===== src/rtl/pipe_ctrl_pkg.sv =====
// Shared types for the pipeline hazard controller: FSM state encoding,
// hazard priority enum and the stall/flush control bundle.
package pipe_ctrl_pkg;

  localparam int unsigned REG_W = 5;

  typedef enum logic {
    ST_RUN      = 1'b0,
    ST_MEM_WAIT = 1'b1
  } state_e;

  // Winning hazard for the current cycle, also usable as a debug trace tag
  typedef enum logic [1:0] {
    HZ_NONE     = 2'd0,
    HZ_LOAD_USE = 2'd1,
    HZ_REDIRECT = 2'd2,
    HZ_FREEZE   = 2'd3
  } hz_e;

  typedef struct packed {
    logic stall_pc;
    logic stall_if_id;
    logic stall_id_ex;
    logic stall_ex_mem;
    logic flush_if_id;
    logic flush_id_ex;
  } pipe_ctl_t;

  function automatic pipe_ctl_t hz_decode(input hz_e hz);
    pipe_ctl_t c;
    c = '0;
    case (hz)
      HZ_FREEZE: begin
        c.stall_pc     = 1'b1;
        c.stall_if_id  = 1'b1;
        c.stall_id_ex  = 1'b1;
        c.stall_ex_mem = 1'b1;
      end
      HZ_REDIRECT: begin
        c.flush_if_id = 1'b1;
        c.flush_id_ex = 1'b1;
      end
      HZ_LOAD_USE: begin
        c.stall_pc    = 1'b1;
        c.stall_if_id = 1'b1;
        c.flush_id_ex = 1'b1;
      end
      default: c = '0;
    endcase
    return c;
  endfunction

endpackage


===== src/rtl/hazard_cnt.sv =====
// Wrapping event counter with enable and synchronous clear.
module hazard_cnt #(
  parameter int unsigned CNT_W = 32
) (
  input  logic             clk,
  input  logic             clr,
  input  logic             en,
  output logic [CNT_W-1:0] cnt
);

  always_ff @(posedge clk) begin
    if (clr) begin
      cnt <= '0;
    end else if (en) begin
      cnt <= cnt + CNT_W'(1);
    end
  end

endmodule


===== src/rtl/pipe_hazard_ctrl.sv =====
// Stall/flush generation for load-use, EX redirects and multi-cycle data
// memory accesses, with a freeze watchdog and debug event counters.
module pipe_hazard_ctrl
  import pipe_ctrl_pkg::*;
#(
  parameter int unsigned TIMEOUT = 64,
  parameter int unsigned CNT_W   = 32
) (
  input  logic             clk,
  input  logic             rst,
  input  logic [REG_W-1:0] id_rs1,
  input  logic [REG_W-1:0] id_rs2,
  input  logic             id_rs1_used,
  input  logic             id_rs2_used,
  input  logic [REG_W-1:0] ex_wR,
  input  logic             ex_mem_read,
  input  logic             ex_redirect,
  input  logic             mem_req,
  input  logic             mem_ready,
  output logic             stall_pc,
  output logic             stall_if_id,
  output logic             stall_id_ex,
  output logic             stall_ex_mem,
  output logic             flush_if_id,
  output logic             flush_id_ex,
  output logic             mem_wait,
  output logic             wdog_err,
  output logic [CNT_W-1:0] stall_cnt,
  output logic [CNT_W-1:0] flush_cnt
);

  localparam int unsigned WAIT_W = (TIMEOUT > 1) ? $clog2(TIMEOUT) : 1;
  localparam logic [WAIT_W-1:0] WAIT_LAST = WAIT_W'(TIMEOUT - 1);

  state_e            state_q, state_d;
  logic [WAIT_W-1:0] wait_cnt_q, wait_cnt_d;
  logic              wdog_set;
  logic              freeze;
  logic              load_use;
  hz_e               hz_sel;
  pipe_ctl_t         ctl;

  assign load_use = ex_mem_read && (ex_wR != '0) &&
                    ((id_rs1_used && (id_rs1 == ex_wR)) ||
                     (id_rs2_used && (id_rs2 == ex_wR)));

  // State, wait counter and sticky watchdog flag
  always_ff @(posedge clk) begin
    if (rst) begin
      state_q    <= ST_RUN;
      wait_cnt_q <= '0;
      wdog_err   <= 1'b0;
    end else begin
      state_q    <= state_d;
      wait_cnt_q <= wait_cnt_d;
      if (wdog_set) begin
        wdog_err <= 1'b1;
      end
    end
  end

  // Next state, freeze/watchdog decision and prioritised hazard selection
  always_comb begin
    state_d    = state_q;
    wait_cnt_d = wait_cnt_q;
    wdog_set   = 1'b0;
    freeze     = 1'b0;
    hz_sel     = HZ_NONE;

    case (state_q)
      ST_RUN: begin
        if (mem_req && !mem_ready) begin
          freeze     = 1'b1;
          state_d    = ST_MEM_WAIT;
          wait_cnt_d = '0;
        end
      end
      ST_MEM_WAIT: begin
        // A dropped mem_req without mem_ready still counts as waiting
        wait_cnt_d = wait_cnt_q + WAIT_W'(1);
        if (mem_ready) begin
          state_d = ST_RUN;
        end else if (wait_cnt_q == WAIT_LAST) begin
          wdog_set = 1'b1;
          state_d  = ST_RUN;
        end else begin
          freeze = 1'b1;
        end
      end
    endcase

    if (rst) begin
      hz_sel = HZ_NONE;
    end else if (freeze) begin
      hz_sel = HZ_FREEZE;
    end else if (ex_redirect) begin
      hz_sel = HZ_REDIRECT;
    end else if (load_use) begin
      hz_sel = HZ_LOAD_USE;
    end

    ctl = hz_decode(hz_sel);
  end

  assign stall_pc     = ctl.stall_pc;
  assign stall_if_id  = ctl.stall_if_id;
  assign stall_id_ex  = ctl.stall_id_ex;
  assign stall_ex_mem = ctl.stall_ex_mem;
  assign flush_if_id  = ctl.flush_if_id;
  assign flush_id_ex  = ctl.flush_id_ex;
  assign mem_wait     = (state_q == ST_MEM_WAIT) && !rst;

  hazard_cnt #(.CNT_W(CNT_W)) u_stall_cnt (
    .clk (clk),
    .clr (rst),
    .en  (ctl.stall_pc),
    .cnt (stall_cnt)
  );

  hazard_cnt #(.CNT_W(CNT_W)) u_flush_cnt (
    .clk (clk),
    .clr (rst),
    .en  (ctl.flush_if_id),
    .cnt (flush_cnt)
  );

endmodule

===== config.mk =====
export PLATFORM = sky130hd
export DESIGN_NAME = pipe_hazard_ctrl
export DESIGN_NICKNAME = d
export VERILOG_FILES = /design/src/rtl/pipe_ctrl_pkg.sv /design/src/rtl/hazard_cnt.sv /design/src/rtl/pipe_hazard_ctrl.sv
export SDC_FILE = /design/constraint.sdc
export NUM_CORES = 1
export LEC_CHECK = 0
export ABC_CLOCK_PERIOD_IN_PS = 5950
export CORE_ASPECT_RATIO = 1.25
export CORE_MARGIN = 5
export CORE_UTILIZATION = 45
export CTS_CLUSTER_SIZE = 30
export DETAILED_ROUTE_END_ITERATION = 10
export PLACE_DENSITY = 0.72
export SLEW_MARGIN = 20
export SYNTH_ARGS = -nofsm -noshare
export SYNTH_HDL_FRONTEND = slang
export SYNTH_SLANG_ARGS = --single-unit

===== constraint.sdc =====
create_clock -name clk -period 5.95 [get_ports clk]
set_input_delay 0.8925 -clock clk [delete_from_list [all_inputs] [get_ports clk]]
set_output_delay 0.8925 -clock clk [all_outputs]
set_load 0.05 [all_outputs]

==> impl_metrics.yaml, run 1 <==
placed_design:
  place_area_sq_um: 5280
  hpwl_mm: 7.382
  final_estimated_routing_congestion_in_global_placement: 0.8094
  placement.io_buffers: 94
flow_run:
  maxCapViolations: 0
worst_setup_path:
  critical_path.reg2reg.startpoint: "wait_cnt_q[0]"
  timing.critical_path.max_delay_family: "buffers and inverters"
  critPathCaptureType: "output port"
  worstPathArrival_ns: 3.80
  critPathMostFrequentCell: "clkdlybuf4s50_1"
  timing.critical_path.from_type: "primary input"
  cp_slowest_stage_delay_ns: 0.79
  setup.reg_to_reg.worst_slack_ns: 2.30
  crit_path_max_fanout: 4
  cp_data_required_time_ns: 5.06
  cpMaxStageDelayCell: "clkdlybuf4s50_1"
  worst-path-buf-inv: 3
  critical_setup_path_kind: "in -> out"
  r2r-end: "u_flush_cnt.cnt[31]"
  r2r_depth: 12
  crit_chain: "clkdlybuf4s50_1 -> xnor2_1 -> nand4_1 -> o22ai_1 -> a21oi_1 -> or2_2 -> ha_1 -> inv_1 -> clkdlybuf4s50_1"
logic_synthesis:
  synth-seq-area-share: 0.3344
  synth_cell_types: 54
  synth.ff_latch_count: 72
  synthCells: 526
  synth_fp_nets: 555
  syn_area_sq_um: 4310
  synthesis.yosys.warnings: 0
  synthesis.area_per_instance_sq_um: 8.195
  synth-main-ff-cell: "dfxtp_1"
  cell_type_contributing_the_most_total_cell_area_after_synthesis: "dfxtp_1"
  synth_async_sr_flop_share: 0
  synth_top_area_frac: 0.3344
  synthTopCellsByArea: "dfxtp_1 (33%), nand4_1 (6.4%), nor2_1 (6.4%)"
  synth_enable_flop_cells: 0
floorplan:
  core_sq_um: 9509
  initial_core_util: 0.4533
  die_x_um: 97.54
  die_height_um: 119.4
  rows: 40
  dieArea_sq_um: 11650
  top_level_ports: 95
finish:
  num-fill-cells: 880
  final_layout_size_suffix_gt1_frac: 0.1036
  post_route_cell_area_sq_um: 5603
  layout-area-overhead-vs-synth_pct: 29.99
  final_net_count: 632
  n_antenna_cell: 0
sta:
  rsz0062_at_grt: "no"
  clock.fmax_mhz: 213.2
  fin_crit_sh: 0.7884
  setup_tns_ns: 0
  worst_slew_margin: 0.3440
  skew_ns: 0.007552
  finalHoldViolCount: 0
  tightestPinTransition_ns: 0.9829
  final_max_slew_viols: 0
  final-setup-viol-count: 0
  min_period_ns: 4.691
global_route:
  pin_count_of_the_biggest_net_entering_global_routing: 97
  vias_in_the_first_global_route: 3881
  antenna_violations_before_repair: 0
  grt_first_pass_wirelength_mm: 17.96
  globalRoute.totalOverflow: 0
  track_usage: 0.1824
routing:
  initialDrtViolationCount: 200
  detail_route.wirelength_mm: 10.70
  drt_pass1_iterations: 5
  dr_vias_cell: 5.510
  wl_per_cell_um: 14.57
  dr_total_vias: 4044
  detail-route-antenna-nets: 0
  drcViolationCount: 0
cts:
  clockRootBuffer: "clkbuf_16"
  ctsHtreeMaxLevel: 3
  cts_tree: "done"
  ctsLongestPathBuffers: 2
  clock_sinks: 72
  post_cts_hold_buffer_count: 0
  cts_setup_buffers: 0
  cts-buffers-inserted: 9
  later_pin_clock_latency_in_the_skew_report_ns: 0.34
  clk_transition_reported_paths_ns: 0.06
  cts_repair_resize_count: 0
outcome:
  status: "finished clean"
power_and_ir_drop:
  cell_leakage_power_nw: 1.929
  ir_drop_mv: 0.1708
  power_density_nw_per_um2: 210.8
hold_path:
  hold_class: "reg -> reg"
  hold_end: "wdog_err"
  min_path_cells: 2
  worstHoldStart: "wdog_err"
[per-layer routing]
layer | up-vias | global-route usage | wire (um)
met5 | - | 0 | 0
met4 | 0 | 0.07879 | 224
met3 | 14 | 0.03984 | 559
met2 | 91 | 0.3238 | 5286
met1 | 1903 | 0.2091 | 4625
li1 | 2036 | - | -
[cells by family (layout without fill, tap and decap cells)]
| logic type | Yosys count | count (layout) | share of synthesized area |
|---|---|---|---|
| AO/OA/AOI/OAI | 61 | 61 | 0.1036 |
| flip-flops | 72 | 72 | 0.3344 |
| multiplexers | 32 | 32 | 0.08273 |
| adder cells (fa/ha/maj) | 6 | 6 | 0.01742 |
| XOR/XNOR | 31 | 31 | 0.06299 |
| AND/OR/NAND/NOR | 282 | 282 | 0.3530 |
| buffers and inverters | 42 | 124 | 0.04586 |
[cell usage after synthesis (6+ instances only)]
master	count
nor2_1	73
inv_1	10
mux2_1	11
a21oi_1	11
or3_1	6
mux2_2	18
buf_2	11
dfxtp_1	72
nor2b_1	30
nand3_1	31
nand4_1	44
and3_1	6
o22ai_2	9
and4_1	7
o21ai_0	20
xor2_1	15
clkbuf_1	13
xnor2_1	16
nand2_1	40
ha_1	6
nand2b_1	6
nor3_1	13
[sequential cells by signal, indices dropped and copies added (netlist names)]
register         count
state_q              1
u_flush_cnt.cnt     32
u_stall_cnt.cnt     32
wait_cnt_q           6
wdog_err             1
[final cells by class]
| class | instances | area [sq um] | area share |
|---|---|---|---|
| Multi-Input combinational cell | 412 | 2676 | 0.4777 |
| Clock inverter | 7 | 96.34 | 0.01720 |
| Inverter | 10 | 37.54 | 0.006699 |
| Timing Repair Buffer | 98 | 968.4 | 0.1728 |
| Sequential cell | 72 | 1441 | 0.2573 |
| Clock buffer | 9 | 225.2 | 0.04020 |
| Tap cell | 126 | 157.7 | 0.02814 |
[stage by stage]
step	std cells	total power, W	worst slack (ns)	hold WS, ns	utilization
after floorplan	526	0.0005684	1.704	0.4843	-
after global placement	718	0.0006025	1.364	0.4739	0.5553
after detailed placement	718	0.0006052	1.271	0.5034	0.5553
after CTS	734	0.001195	1.268	0.5208	0.5891
after global routing	734	0.001220	1.136	0.5288	0.5892
final	734	0.001181	1.259	0.5068	0.5892
[worst min-delay path: stages (launching register included)]
cell,delay [ns]
dfxtp_1,0.34
a41oi_1,0.05
nor2_1,0.08
[cells in the final DEF (no fill, tap or decap), drive strengths merged, types with 3 or more instances in the layout]
cell,n
a21oi,11
a311oi,3
and2,4
and3,6
and4,7
buf,5
clkbuf,9
clkdlybuf4s50,93
clkinv,5
dfxtp,72
ha,6
inv,10
mux2,29
mux2i,3
nand2,41
nand2b,6
nand3,32
nand4,47
nor2,74
nor2b,30
nor3,14
nor4,6
o21ai,24
o22ai,13
or3,6
or4,3
xnor2,16
xor2,15
[power breakdown]
group          switching [W]  total, W  internal [W]
logic              0.0000615  0.000102     0.0000405
clock network       0.000219  0.000587      0.000368
registers         0.00000640  0.000492      0.000486
total               0.000287   0.00118      0.000894
[worst max-delay path by stage]
stage / start / end / slack (ns) / cells past startpoint
floorplan: ex_redirect / stall_id_ex / 1.70 / 7
CTS: ex_wR[2] / flush_id_ex / 1.27 / 9
detailed placement: ex_wR[2] / flush_id_ex / 1.27 / 9
finish: ex_wR[2] / flush_id_ex / 1.26 / 9
global placement: ex_wR[0] / flush_id_ex / 1.36 / 9
global route: ex_wR[2] / flush_id_ex / 1.14 / 9
Note: power is estimated with default switching activity, not from simulation.
==> run 2: changes to the inputs <==
--- a/config.mk
+++ b/config.mk
@@ -5,7 +5,7 @@
 export SDC_FILE = /design/constraint.sdc
 export NUM_CORES = 1
 export LEC_CHECK = 0
-export ABC_CLOCK_PERIOD_IN_PS = 5950
+export ABC_CLOCK_PERIOD_IN_PS = 4440
 export CORE_ASPECT_RATIO = 1.25
 export CORE_MARGIN = 5
 export CORE_UTILIZATION = 45
==> constraint.sdc (replaced) <==
create_clock -name clk -period 4.44 [get_ports clk]
set_input_delay 0.666 -clock clk [delete_from_list [all_inputs] [get_ports clk]]
set_output_delay 0.666 -clock clk [all_outputs]
set_load 0.05 [all_outputs]
==> run 2 against run 1 <==
Combinational power grew 36%. Hold slack lost 0.015 ns. Critical path depth is the same. Via count grew 0.77%. First-iteration DRC count shrank 9.5%. Non-clock buffer count grew 1. Sequential power grew 34%. Flip-flop and latch count is the same. Power grew 23%. Setup slack lost 0.39 ns. Die area is the same. Largest power group is now registers.
==> impl_metrics.yaml, run 2 (synthesized netlist as in run 1, its figures left out) <==
outcome:
  status: "finished clean"
global_route:
  pin_count_of_the_biggest_net_entering_global_routing: 82
  grt_first_pass_wirelength_mm: 17.96
  antenna_violations_before_repair: 0
  vias_in_the_first_global_route: 3906
  track_usage: 0.1826
  globalRoute.totalOverflow: 0
power_and_ir_drop:
  seq_power_share: 0.455
  p_clk_frac: 0.449
  power_report.internal_total_w: 0.001099
  cell_leakage_power_nw: 1.918
  power_density_nw_per_um2: 261.8
  p_switching_w: 0.0003544
  ir_drop_mv: 0.1691
  power.share.combinational: 0.096
  finalPower_w: 0.001453
  switching_share: 0.2438
worst_setup_path:
  r2r_depth: 11
  crit_path_max_fanout: 4
  cp_data_required_time_ns: 3.77
  critical_setup_path_kind: "in -> out"
  cp_slowest_stage_delay_ns: 0.55
  cpMaxStageDelayCell: "clkdlybuf4s50_1"
  timing.critical_path.from_type: "primary input"
  critPathCaptureType: "output port"
  setup.reg_to_reg.worst_slack_ns: 1.19
  crit_chain: "clkdlybuf4s50_1 -> xnor2_1 -> nand4_1 -> o22ai_1 -> a21oi_1 -> or2_2 -> ha_1 -> inv_1 -> buf_12"
  worstPathArrival_ns: 2.91
  critical_path.reg2reg.startpoint: "wait_cnt_q[0]"
  r2r-end: "u_flush_cnt.cnt[31]"
routing:
  detail-route-antenna-nets: 0
  initialDrtViolationCount: 181
  drt_pass1_iterations: 4
  dr_vias_cell: 5.544
  drcViolationCount: 0
  dr_total_vias: 4075
  detail_route.wirelength_mm: 10.78
  wl_per_cell_um: 14.67
hold_path:
  worstHoldStart: "wdog_err"
  min_path_cells: 2
  hold_end: "wdog_err"
  hold_class: "reg -> reg"
sta:
  tightestPinTransition_ns: 0.9767
  hold-worst-slack_ns: 0.4917
  skew_ns: 0.005650
  fin_crit_sh: 0.8048
  finalHoldViolCount: 0
  final-setup-viol-count: 0
  rsz0062_at_grt: "no"
  min_period_ns: 3.573
  clock.fmax_mhz: 279.8
  worst_slew_margin: 0.3481
  final_max_slew_viols: 0
  setup_tns_ns: 0
floorplan:
  rows: 40
  die_x_um: 97.54
  core_sq_um: 9509
  dieArea_sq_um: 11650
  die_height_um: 119.4
  initial_core_util: 0.4533
  top_level_ports: 95
finish:
  final_net_count: 633
  num-fill-cells: 851
  layout_commonest_cell: "clkdlybuf4s50_1"
  layout-area-overhead-vs-synth_pct: 28.82
  final_layout_size_suffix_gt1_frac: 0.1084
  stdcell_count: 735
  n_antenna_cell: 0
  largest_registers: "u_flush_cnt.cnt: 32 flops, u_stall_cnt.cnt: 32 flops, wait_cnt_q: 6 flops"
  mostFrequentLayoutCells: "clkdlybuf4s50_1 (87), nor2_1 (73), dfxtp_1 (72), nand4_1 (44), nand2_1 (40)"
cts:
  post_cts_hold_buffer_count: 0
  cts_repair_resize_count: 0
  later_pin_clock_latency_in_the_skew_report_ns: 0.33
  ctsLongestPathBuffers: 2
  clk_transition_reported_paths_ns: 0.05
  ctsHtreeMaxLevel: 3
  cts-buffers-inserted: 9
  cts_setup_buffers: 0
  clockRootBuffer: "clkbuf_16"
  clock_sinks: 72
  cts_tree: "done"
placed_design:
  place.detailed.instances: 719
  hpwl_mm: 7.644
  final_estimated_routing_congestion_in_global_placement: 0.8232
  placement.io_buffers: 94
flow_run:
  maxCapViolations: 0
-- run 2: changes by cell type in the layout (fill, tap and decap cells not counted), moves of 2 or more --
cell	previous run	this run
buf_4	5	11
clkdlybuf4s50_1	93	87
clkbuf_1	0	3
clkinv_4	3	0
bufinv_16	2	0
-- run 2: worst max-delay path by stage --
stage / slack (ns) / endpoint / start / cells after the start
finish: 0.87 / flush_id_ex / ex_wR[2] / 9
global route: 0.63 / u_flush_cnt.cnt[31] / ex_wR[0] / 12
CTS: 0.89 / flush_id_ex / ex_wR[0] / 9
detailed placement: 0.61 / u_flush_cnt.cnt[31] / ex_wR[2] / 12
global placement: 0.68 / u_flush_cnt.cnt[31] / ex_wR[0] / 12
floorplan: 0.65 / stall_id_ex / ex_redirect / 7
-- run 2: power groups by stage --
stage / Combinational (W) / Sequential, W / Clock [W]
3_3_place_gp: 0.000137 / 0.000675 / 0
2_1_floorplan: 0.0000779 / 0.000684 / 0
3_5_place_dp: 0.000140 / 0.000675 / 0
5_1_grt: 0.000151 / 0.000662 / 0.000695
4_1_cts: 0.000140 / 0.000661 / 0.000673
6_report: 0.000139 / 0.000661 / 0.000653
-- run 2: worst max-delay path: cells and delay by family --
| kind | cells | cell delay (ns) |
|---|---|---|
| buffers and inverters | 3 | 0.81 |
| AOI/OAI and AO/OA | 2 | 0.53 |
| and+or+nand+nor | 2 | 0.46 |
| adders and majority gates | 1 | 0.29 |
| xor gates and xnor gates | 1 | 0.15 |
-- run 2: area by class of cell --
class / instances / area [sq um] / share of cell area
Clock buffer: 13 / 250.2 / 0.04507
Clock inverter: 3 / 17.52 / 0.003155
Inverter: 10 / 37.54 / 0.006760
Multi-Input combinational cell: 412 / 2675 / 0.4817
Sequential cell: 72 / 1441 / 0.2596
Tap cell: 126 / 157.7 / 0.02839
Timing Repair Buffer: 99 / 973.4 / 0.1753
-- run 2: routing by layer --
metal,global-route usage,vias to the layer above,wire length [um]
li1,-,2037,-
met1,0.2189,1923,4686
met2,0.3169,99,5396
met3,0.04745,16,554
met4,0.05887,0,146
met5,0,-,0
-- run 2: through the flow --
step / util / area [sq um] / worst slack (ns)
2_1_floorplan: - / 4310 / 0.6474
3_3_place_gp: 0.5558 / 5285 / 0.6779
3_5_place_dp: 0.5558 / 5285 / 0.6128
4_1_cts: 0.5839 / 5553 / 0.8860
5_1_grt: 0.5839 / 5553 / 0.6271
6_report: 0.5839 / 5553 / 0.8666
